==> config.mk <==
export PLATFORM = sky130hd
export DESIGN_NAME = muldiv_unit
export DESIGN_NICKNAME = d
export VERILOG_FILES = /design/src/rtl/muldiv_unit.sv
export SDC_FILE = /design/constraint.sdc
export NUM_CORES = 1
export LEC_CHECK = 0
export ABC_AREA = 0
export BUFFER_PORTS_ARGS = -buffer_cell sky130_fd_sc_hd__clkbuf_2
export CELL_PAD_IN_SITES_DETAIL_PLACEMENT = 2
export CELL_PAD_IN_SITES_GLOBAL_PLACEMENT = 2
export CORE_MARGIN = 2
export CORE_UTILIZATION = 36
export DETAILED_ROUTE_END_ITERATION = 8
export PLACE_DENSITY = 0.92
export SLEW_MARGIN = 0
export SYNTH_ARGS = -nofsm -noshare
export SYNTH_HDL_FRONTEND = slang
export SYNTH_SLANG_ARGS = --single-unit
==> constraint.sdc <==
create_clock -name clk -period 4.4 [get_ports clk]
set_input_delay 1.1 -clock clk [delete_from_list [all_inputs] [get_ports clk]]
set_output_delay 1.1 -clock clk [all_outputs]
set_load 0.01 [all_outputs]
==> src/rtl/muldiv_unit.sv <==
// muldiv_unit: iterative RV32M multiply/divide unit, one radix-2 step per cycle.
// Multiply uses shift-add into a 2*XLEN product; divide uses restoring division.
// Optional build macro MULDIV_EARLY_OUT_EN: divide-by-zero, signed overflow and
// multiply-by-zero skip the iterations and report one cycle after acceptance.
module muldiv_unit #(
  parameter int unsigned XLEN = 32,
  localparam int unsigned CNT_W = $clog2(XLEN) + 1
) (
  input  logic            clk,
  input  logic            reset,
  input  logic            flush,
  input  logic            in_valid,
  output logic            in_ready,
  input  logic [2:0]      op,
  input  logic [XLEN-1:0] in1,
  input  logic [XLEN-1:0] in2,
  output logic            out_valid,
  input  logic            out_ready,
  output logic [XLEN-1:0] result,
  output logic            busy
);

  typedef enum logic [1:0] {StIdle, StBusy, StFixup, StDone} state_e;

  state_e            state_q;
  logic [2:0]        op_q;
  logic [CNT_W-1:0]  cnt_q;
  // Multiply: opnd = |multiplicand|, lo = |multiplier| shifting out, hi = product high.
  // Divide:   opnd = |divisor|, lo = |dividend| shifting out / quotient in, hi = remainder.
  logic [XLEN-1:0]   opnd_q;
  logic [XLEN-1:0]   hi_q;
  logic [XLEN-1:0]   lo_q;
  logic              neg_res_q;
  logic              neg_rem_q;
  logic              div_zero_q;
  logic              early_q;
  logic              in_ready_q;
  logic              out_valid_q;
  logic              busy_q;
  logic [XLEN-1:0]   result_q;

  assign in_ready  = in_ready_q;
  assign out_valid = out_valid_q;
  assign result    = result_q;
  assign busy      = busy_q;

  logic              a_signed, b_signed, a_neg, b_neg;
  logic [XLEN-1:0]   abs_a, abs_b;

  // Operand sign handling at acceptance time
  always_comb begin
    a_signed = (op == 3'd1) || (op == 3'd2) || (op == 3'd4) || (op == 3'd6);
    b_signed = (op == 3'd1) || (op == 3'd4) || (op == 3'd6);
    a_neg    = a_signed && in1[XLEN-1];
    b_neg    = b_signed && in2[XLEN-1];
    abs_a    = a_neg ? -in1 : in1;
    abs_b    = b_neg ? -in2 : in2;
  end

  logic              special;
  logic [XLEN-1:0]   special_res;

`ifdef MULDIV_EARLY_OUT_EN
  // Detect ops whose result is known without iterating
  always_comb begin
    special     = 1'b0;
    special_res = '0;
    if (!op[2]) begin
      special = (in1 == '0) || (in2 == '0);
    end else if (in2 == '0) begin
      special     = 1'b1;
      special_res = op[1] ? in1 : '1;
    end else if (!op[0] && (in1 == {1'b1, {(XLEN-1){1'b0}}}) && (in2 == '1)) begin
      special     = 1'b1;
      special_res = op[1] ? '0 : in1;
    end
  end
`else
  // Early-out disabled: every op runs the full iteration count
  always_comb begin
    special     = 1'b0;
    special_res = '0;
  end
`endif

  logic [XLEN:0]     mul_sum;
  logic [XLEN:0]     div_trial;
  logic [2*XLEN-1:0] prod, prod_fix;
  logic [XLEN-1:0]   quo_fix, rem_fix, fix_res;

  // One iteration step and the final sign correction / result select
  always_comb begin
    mul_sum   = {1'b0, hi_q} + (lo_q[0] ? {1'b0, opnd_q} : '0);
    div_trial = {hi_q, lo_q[XLEN-1]} - {1'b0, opnd_q};
    prod      = {hi_q, lo_q};
    prod_fix  = neg_res_q ? -prod : prod;
    // Restoring division yields all-ones quotient for a zero divisor, but the
    // signed correction would flip it, so force it here.
    quo_fix   = div_zero_q ? '1 : (neg_res_q ? -lo_q : lo_q);
    rem_fix   = neg_rem_q ? -hi_q : hi_q;
    unique case (op_q)
      3'd0:                   fix_res = prod_fix[XLEN-1:0];
      3'd1, 3'd2, 3'd3:       fix_res = prod_fix[2*XLEN-1:XLEN];
      3'd4, 3'd5:             fix_res = quo_fix;
      default:                fix_res = rem_fix;
    endcase
  end

  // Control FSM and datapath registers
  always_ff @(posedge clk) begin
    if (reset || flush) begin
      state_q     <= StIdle;
      op_q        <= '0;
      cnt_q       <= '0;
      opnd_q      <= '0;
      hi_q        <= '0;
      lo_q        <= '0;
      neg_res_q   <= 1'b0;
      neg_rem_q   <= 1'b0;
      div_zero_q  <= 1'b0;
      early_q     <= 1'b0;
      in_ready_q  <= 1'b1;
      out_valid_q <= 1'b0;
      busy_q      <= 1'b0;
      result_q    <= '0;
    end else begin
      unique case (state_q)
        StIdle: begin
          if (in_valid && in_ready_q) begin
            op_q       <= op;
            cnt_q      <= '0;
            hi_q       <= '0;
            neg_res_q  <= a_neg ^ b_neg;
            neg_rem_q  <= a_neg;
            div_zero_q <= op[2] && (in2 == '0);
            early_q    <= special;
            result_q   <= special_res;
            in_ready_q <= 1'b0;
            busy_q     <= 1'b1;
            if (op[2]) begin
              opnd_q <= abs_b;
              lo_q   <= abs_a;
            end else begin
              opnd_q <= abs_a;
              lo_q   <= abs_b;
            end
            state_q <= special ? StFixup : StBusy;
          end
        end
        StBusy: begin
          if (op_q[2]) begin
            hi_q <= div_trial[XLEN] ? {hi_q[XLEN-2:0], lo_q[XLEN-1]} : div_trial[XLEN-1:0];
            lo_q <= {lo_q[XLEN-2:0], ~div_trial[XLEN]};
          end else begin
            {hi_q, lo_q} <= {mul_sum, lo_q[XLEN-1:1]};
          end
          if (cnt_q == CNT_W'(XLEN - 1)) begin
            cnt_q   <= CNT_W'(XLEN);
            state_q <= StFixup;
          end else begin
            cnt_q <= cnt_q + 1'b1;
          end
        end
        StFixup: begin
          // Early-out ops already hold their result; just forward it
          if (!early_q) begin
            result_q <= fix_res;
          end
          out_valid_q <= 1'b1;
          state_q     <= StDone;
        end
        StDone: begin
          if (out_ready) begin
            out_valid_q <= 1'b0;
            in_ready_q  <= 1'b1;
            busy_q      <= 1'b0;
            state_q     <= StIdle;
          end
        end
        default: state_q <= StIdle;
      endcase
    end
  end

endmodule

* Word-level counts from Yosys, hierarchy flattened
Index checks and enable logic that the tools add are counted.
Word-level totals: output and inout port bits 35, logic and storage cells 96, input bits 72, bits in registers 145
Operators by class: multiplexer cells 32, equal/unequal tests 16, reduce and logical (&&, ||, !) cells 25, bitwise logic cells 2, $add $sub $neg 8
Operators by type and width (number):
- $mux 32 | 13
- $pmux 32 s2 | 3
- $neg 32->32 | 4
- $pmux 32 s3 | 1
- $mux 64 | 1
- $neg 64->64 | 1
- $add 32x32->33 | 1
- $sub 33x32->33 | 1
- $logic_not 32->1 | 1
- $eq 3x3->1 const B | 4
- $mux 6 | 2
- $pmux 6 s2 | 1
- $eq 3x2->1 const B | 3
- $pmux 2 s4 | 1
- $reduce_and 2->1 | 4
- $reduce_bool 2->1 | 4
- $add 6x1->6 const B | 1
- $eq 3x1->1 const B | 2
- $eq 6x5->1 const B | 1
- $logic_or 1x1->1 | 6
- $mux 2 | 3
- $ne 2x2->1 const B | 3
- $pmux 1 s2 | 3
- $reduce_and 3->1 | 2
- other kinds (10) | 17

* Logic depth before layout (Yosys ltp)
depth in word-level cells 9, gate-level depth with buffers 15, gate-level depth less buffers 14

* Worst setup path after synthesis
No wires, ideal clock.
path kind input -> register, from input port in2[8], to register lo_q[29], arrival 3611 ps, data required time 4267 ps, stages on the path 10, setup time 133 ps, slack 656 ps, buffers on the path 0, path through or4_1 nor3_1 nor4b_1 nand2_1 nor3_1 nand2_1 o31ai_1 xnor2_1 a221oi_1 a21oi_1
Between the ends: longest elaborated chain between the ends 5
RTL lines:
- from (decl) | RTL line 16 | input logic [XLEN-1:0] in2,
- $neg 32->32 | RTL line 57 | abs_b = b_neg ? -in2 : in2;
- $mux 32 | RTL line 57
- $mux 32 | RTL line 140 | if (op[2]) begin
- $mux 32 | RTL line 129 | if (in_valid && in_ready_q) begin
- $pmux 32 s2 | RTL line 127 | unique case (state_q)
- to (signal assigned) | RTL line 142 | lo_q <= abs_a;
- to (signal assigned) | RTL line 145 | lo_q <= abs_b;
- to (signal assigned) | RTL line 153 | lo_q <= {lo_q[XLEN-2:0], ~div_trial[XLEN]};
- to (decl) | RTL line 32 | logic [XLEN-1:0] lo_q;
No other way between the ends. The select of a mux whose other input is x is not followed. A chain may end at the register's enable or synchronous reset.

* Worst setup path in the final report
from register lo_q[11], to register result_q[13], in the netlist result[13]
Between the ends: longest elaborated chain between the ends 5, elaborated cells between the ends (all ways) 7, those cells by class add/sub (2); mux (5)
RTL lines:
- $neg 32->32 | RTL line 99 | quo_fix = div_zero_q ? '1 : (neg_res_q ? -lo_q : lo_q);
- $mux 32 (2 in series) | RTL line 99
- $pmux 32 s3 (*) | RTL line 101 | unique case (op_q)
- $pmux 32 s2 (*) | RTL line 127
- to (signal assigned) | RTL line 137 | result_q <= special_res;
- to (signal assigned) | RTL line 167 | result_q <= fix_res;
- to (decl) | RTL line 40 | logic [XLEN-1:0] result_q;
Mark *: on every way between the ends. The rest lies on a longest branch, timed or not.

==> impl_metrics.py <==
metrics = {
    "run_status": {
        "outcome": "complete, no violations",
    },
    "routing": {
        "drt-wirelength-per-cell_um": 29.58,
        "wirelength_um": 73620,
        "drc_errors": 0,
        "dr.pass1.iters": 5,
        "vias": 16449,
        "drt-initial-drc-count": 1488,
        "avgViaCountPerCell": 6.609,
        "detail-route-antenna-nets": 0,
    },
    "min_path": {
        "hp-class": "reg2reg",
        "hold_depth": 2,
    },
    "setup_path": {
        "worstPathArrival_ps": 4720,
        "reg2reg_depth": 10,
        "end_kind": "register",
        "path_common_cell": "or4_4",
        "cp_max_fo": 10,
        "crit_required_ps": 4770,
        "max_stage_delay_ps": 600,
        "crit_buf_inv": 1,
        "critPathKind": "reg2reg",
        "crit_family": "simple AND/OR/NAND/NOR gates",
        "worst-path-stages": 10,
        "startpoint_type": "register",
        "path_cells": "or4_4 > or4_4 > or4_4 > or4_1 > or3_1 > buf_4 > o21ai_1 > xor2_1 > o221ai_1 > a22o_1",
        "crit_slowest_cell": "or4_4",
    },
    "grt": {
        "antenna_found_initial": 0,
        "grtUsageTotal_pct": 35.90,
        "grt_pass1_wl_um": 112500,
        "grt_pass1_vias": 18126,
        "grt_max_degree": 69,
        "overflow": 0,
    },
    "timing": {
        "rsz0062_at_grt": "false",
        "finalCriticalPeriod_ps": 4357,
        "fin_tns_setup_ps": 0,
        "setup_viol": 0,
        "clock_skew_ps": 15.53,
        "maxSlewViolCount": 0,
        "final-hold-violation-count": 0,
        "slew_headroom_pct": 21.26,
        "worst_pin_slew_ps": 1177,
        "fmax_mhz": 229.5,
        "fin_hold_ws_ps": 461.7,
        "period_share_pct": 99.02,
    },
    "yosys": {
        "syn_avg_cell_area_um2": 7.245,
        "ys_ff_latch": 145,
        "synth_top_area_share_pct": 20.93,
        "synth-simple-area-share_pct": 19.96,
        "synth_compound_area_share_pct": 29.04,
        "synth_xor_area_share_pct": 13.07,
        "netlist_instances": 1914,
        "ys_seq_area_share_pct": 20.93,
        "synthAdderAreaFrac_pct": 6.966,
        "ys.warnings.count": 0,
        "syn_area_um2": 13870,
        "synthArstFlopShare_pct": 0,
        "synth_top_family_by_area": "compound AO/OA/AOI/OAI gates",
        "synthDistinctLibCells": 71,
        "syn_nets": 2062,
        "netlist_top_cells_area": "dfxtp_1 (21%), xor2_1 (7.1%), ha_1 (6.7%), a21oi_1 (6.1%), xnor2_1 (6.0%)",
        "synth_top_area_cell": "dfxtp_1",
        "synthMuxAreaShare_pct": 4.557,
        "synth_edf_count": 0,
        "synth_top_flop_cell": "dfxtp_1",
    },
    "cts": {
        "htree_levels": 4,
        "cts_resized": 0,
        "postCtsSetupRepairBufs": 0,
        "cts_tree": "yes",
        "clock_latency_ps": 480,
        "clk_pin_slew_ps": 70,
        "cts_sinks": 145,
        "postCtsHoldBufs": 0,
        "clockRootBuffer": "clkbuf_16",
        "clockBufferDepth": 2,
        "numCtsBuffers": 17,
    },
    "floorplan": {
        "die_area_um2": 40110,
        "core_area_um2": 37840,
        "ioPinCount": 107,
        "die_w_um": 200.3,
        "start_util_pct": 36.64,
        "row_count": 71,
        "die_height_um": 200.3,
    },
    "layout": {
        "diodes": 0,
        "nets": 2113,
        "syn_to_final_growth_pct": 12.59,
        "finalInstanceArea_um2": 15610,
        "layout-drive-gt1-share_pct": 12.39,
        "final_cell_mix": "nand2_1 (219), nor2_1 (177), a21oi_1 (170)",
        "final_common_cell": "nand2_1",
    },
    "power": {
        "vdd_ir_drop_max_mv": 0.3222,
        "p_leak_nw": 6.353,
        "power_w": 0.004334,
        "power.density_nw_per_um2": 277.6,
    },
    "placement": {
        "dpl_cell_area_um2": 14980,
        "gp_congestion": 0.9322,
        "dp_hpwl_um": 50050,
        "numPortBuffers": 106,
    },
    "flow_run": {
        "cap_violations": 0,
    },
}
==> cell families after synthesis <==
family                     Yosys count
and+or+nand+nor                    608
muxes                               61
adders and majority gates           76
AOI/OAI and AO/OA                  621
DFF                                145
buffers and inverters              196
xor gates and xnor gates           207
==> final cells by class <==
class                           instances  area, µm²
Clock inverter                         12      156.4
Clock buffer                           20      456.7
Inverter                               67      251.5
Sequential cell                       145       2905
Tap cell                              511      639.4
Timing Repair Buffer                  161      955.9
Fill cell                            4427      22230
Multi-Input combinational cell       1573      10250
==> per-stage QoR <==
stage          cells  worst slack (ps)  util, %
6_report        2489             43.28    41.25
3_5_place_dp    2457             146.0    39.59
2_1_floorplan   1914             656.0        -
3_3_place_gp    2457             336.3    39.59
5_1_grt         2489             10.46    41.25
4_1_cts         2489             114.8    41.21
==> state kept, by name, indices dropped and copies added (netlist names), 2 cells and up <==
register and count:
lo_q 32, op_q 3, state_q 2, cnt_q 6, result 32, hi_q 32
opnd_q 32
==> per-layer routing <==
metal	track usage [%]	routed length [µm]	up-vias
met3	7.875	5214	344
met1	41.15	28850	8245
li1	-	-	7000
met2	60.70	34650	860
met4	22.62	4906	0
met5	0	0	-
==> cells in the mapped netlist, types with 6 or more instances <==
library cell    n
nand2_1       219
ha_1           74
a32o_1          6
o21bai_1        6
mux2_2         17
a21oi_1       170
a311oi_1       14
o31ai_1        25
o21ai_2         6
nand3_1        47
nor2_1        179
xor2_1        112
nor2b_1         9
xnor2_1        95
and3_1         12
mux2i_1        44
buf_1           6
o21a_1         13
or2_2          10
nor4_1         12
a31oi_1        19
or3_1          18
a211oi_1       26
a22oi_1        30
dfxtp_1       145
o21ai_0       136
a21o_1         35
nand3b_1        6
o211ai_1       33
a22o_1         14
or4_1          14
nand2b_1       14
a221oi_1       12
inv_1          65
nor3_1         34
o21ai_1        16
nand4_1         9
and2_1         11
o41ai_1        11
o221ai_1       15
clkbuf_1      119
==> where the power goes <==
group          total, W  switching (W)  internal (W)
clock           0.00163       0.000704      0.000925
combinational   0.00128       0.000849      0.000429
sequential      0.00143      0.0000772       0.00135
total           0.00433        0.00163       0.00270
==> final timing paths <==
check | from | to | slack [ps]
worst min-delay path | result[26] | result[26] | 460
worst min register to register | result[26] | result[26] | 460
worst max register to register | lo_q[11] | result[13] | 40
worst max-delay path | lo_q[11] | result[13] | 40
==> tightest hold or removal path, stage by stage, from the launching register on <==
cell     delay (ps)
dfxtp_1         320
nand2_1          60
nand2_1          40
Note: power is estimated with default switching activity, not from simulation.
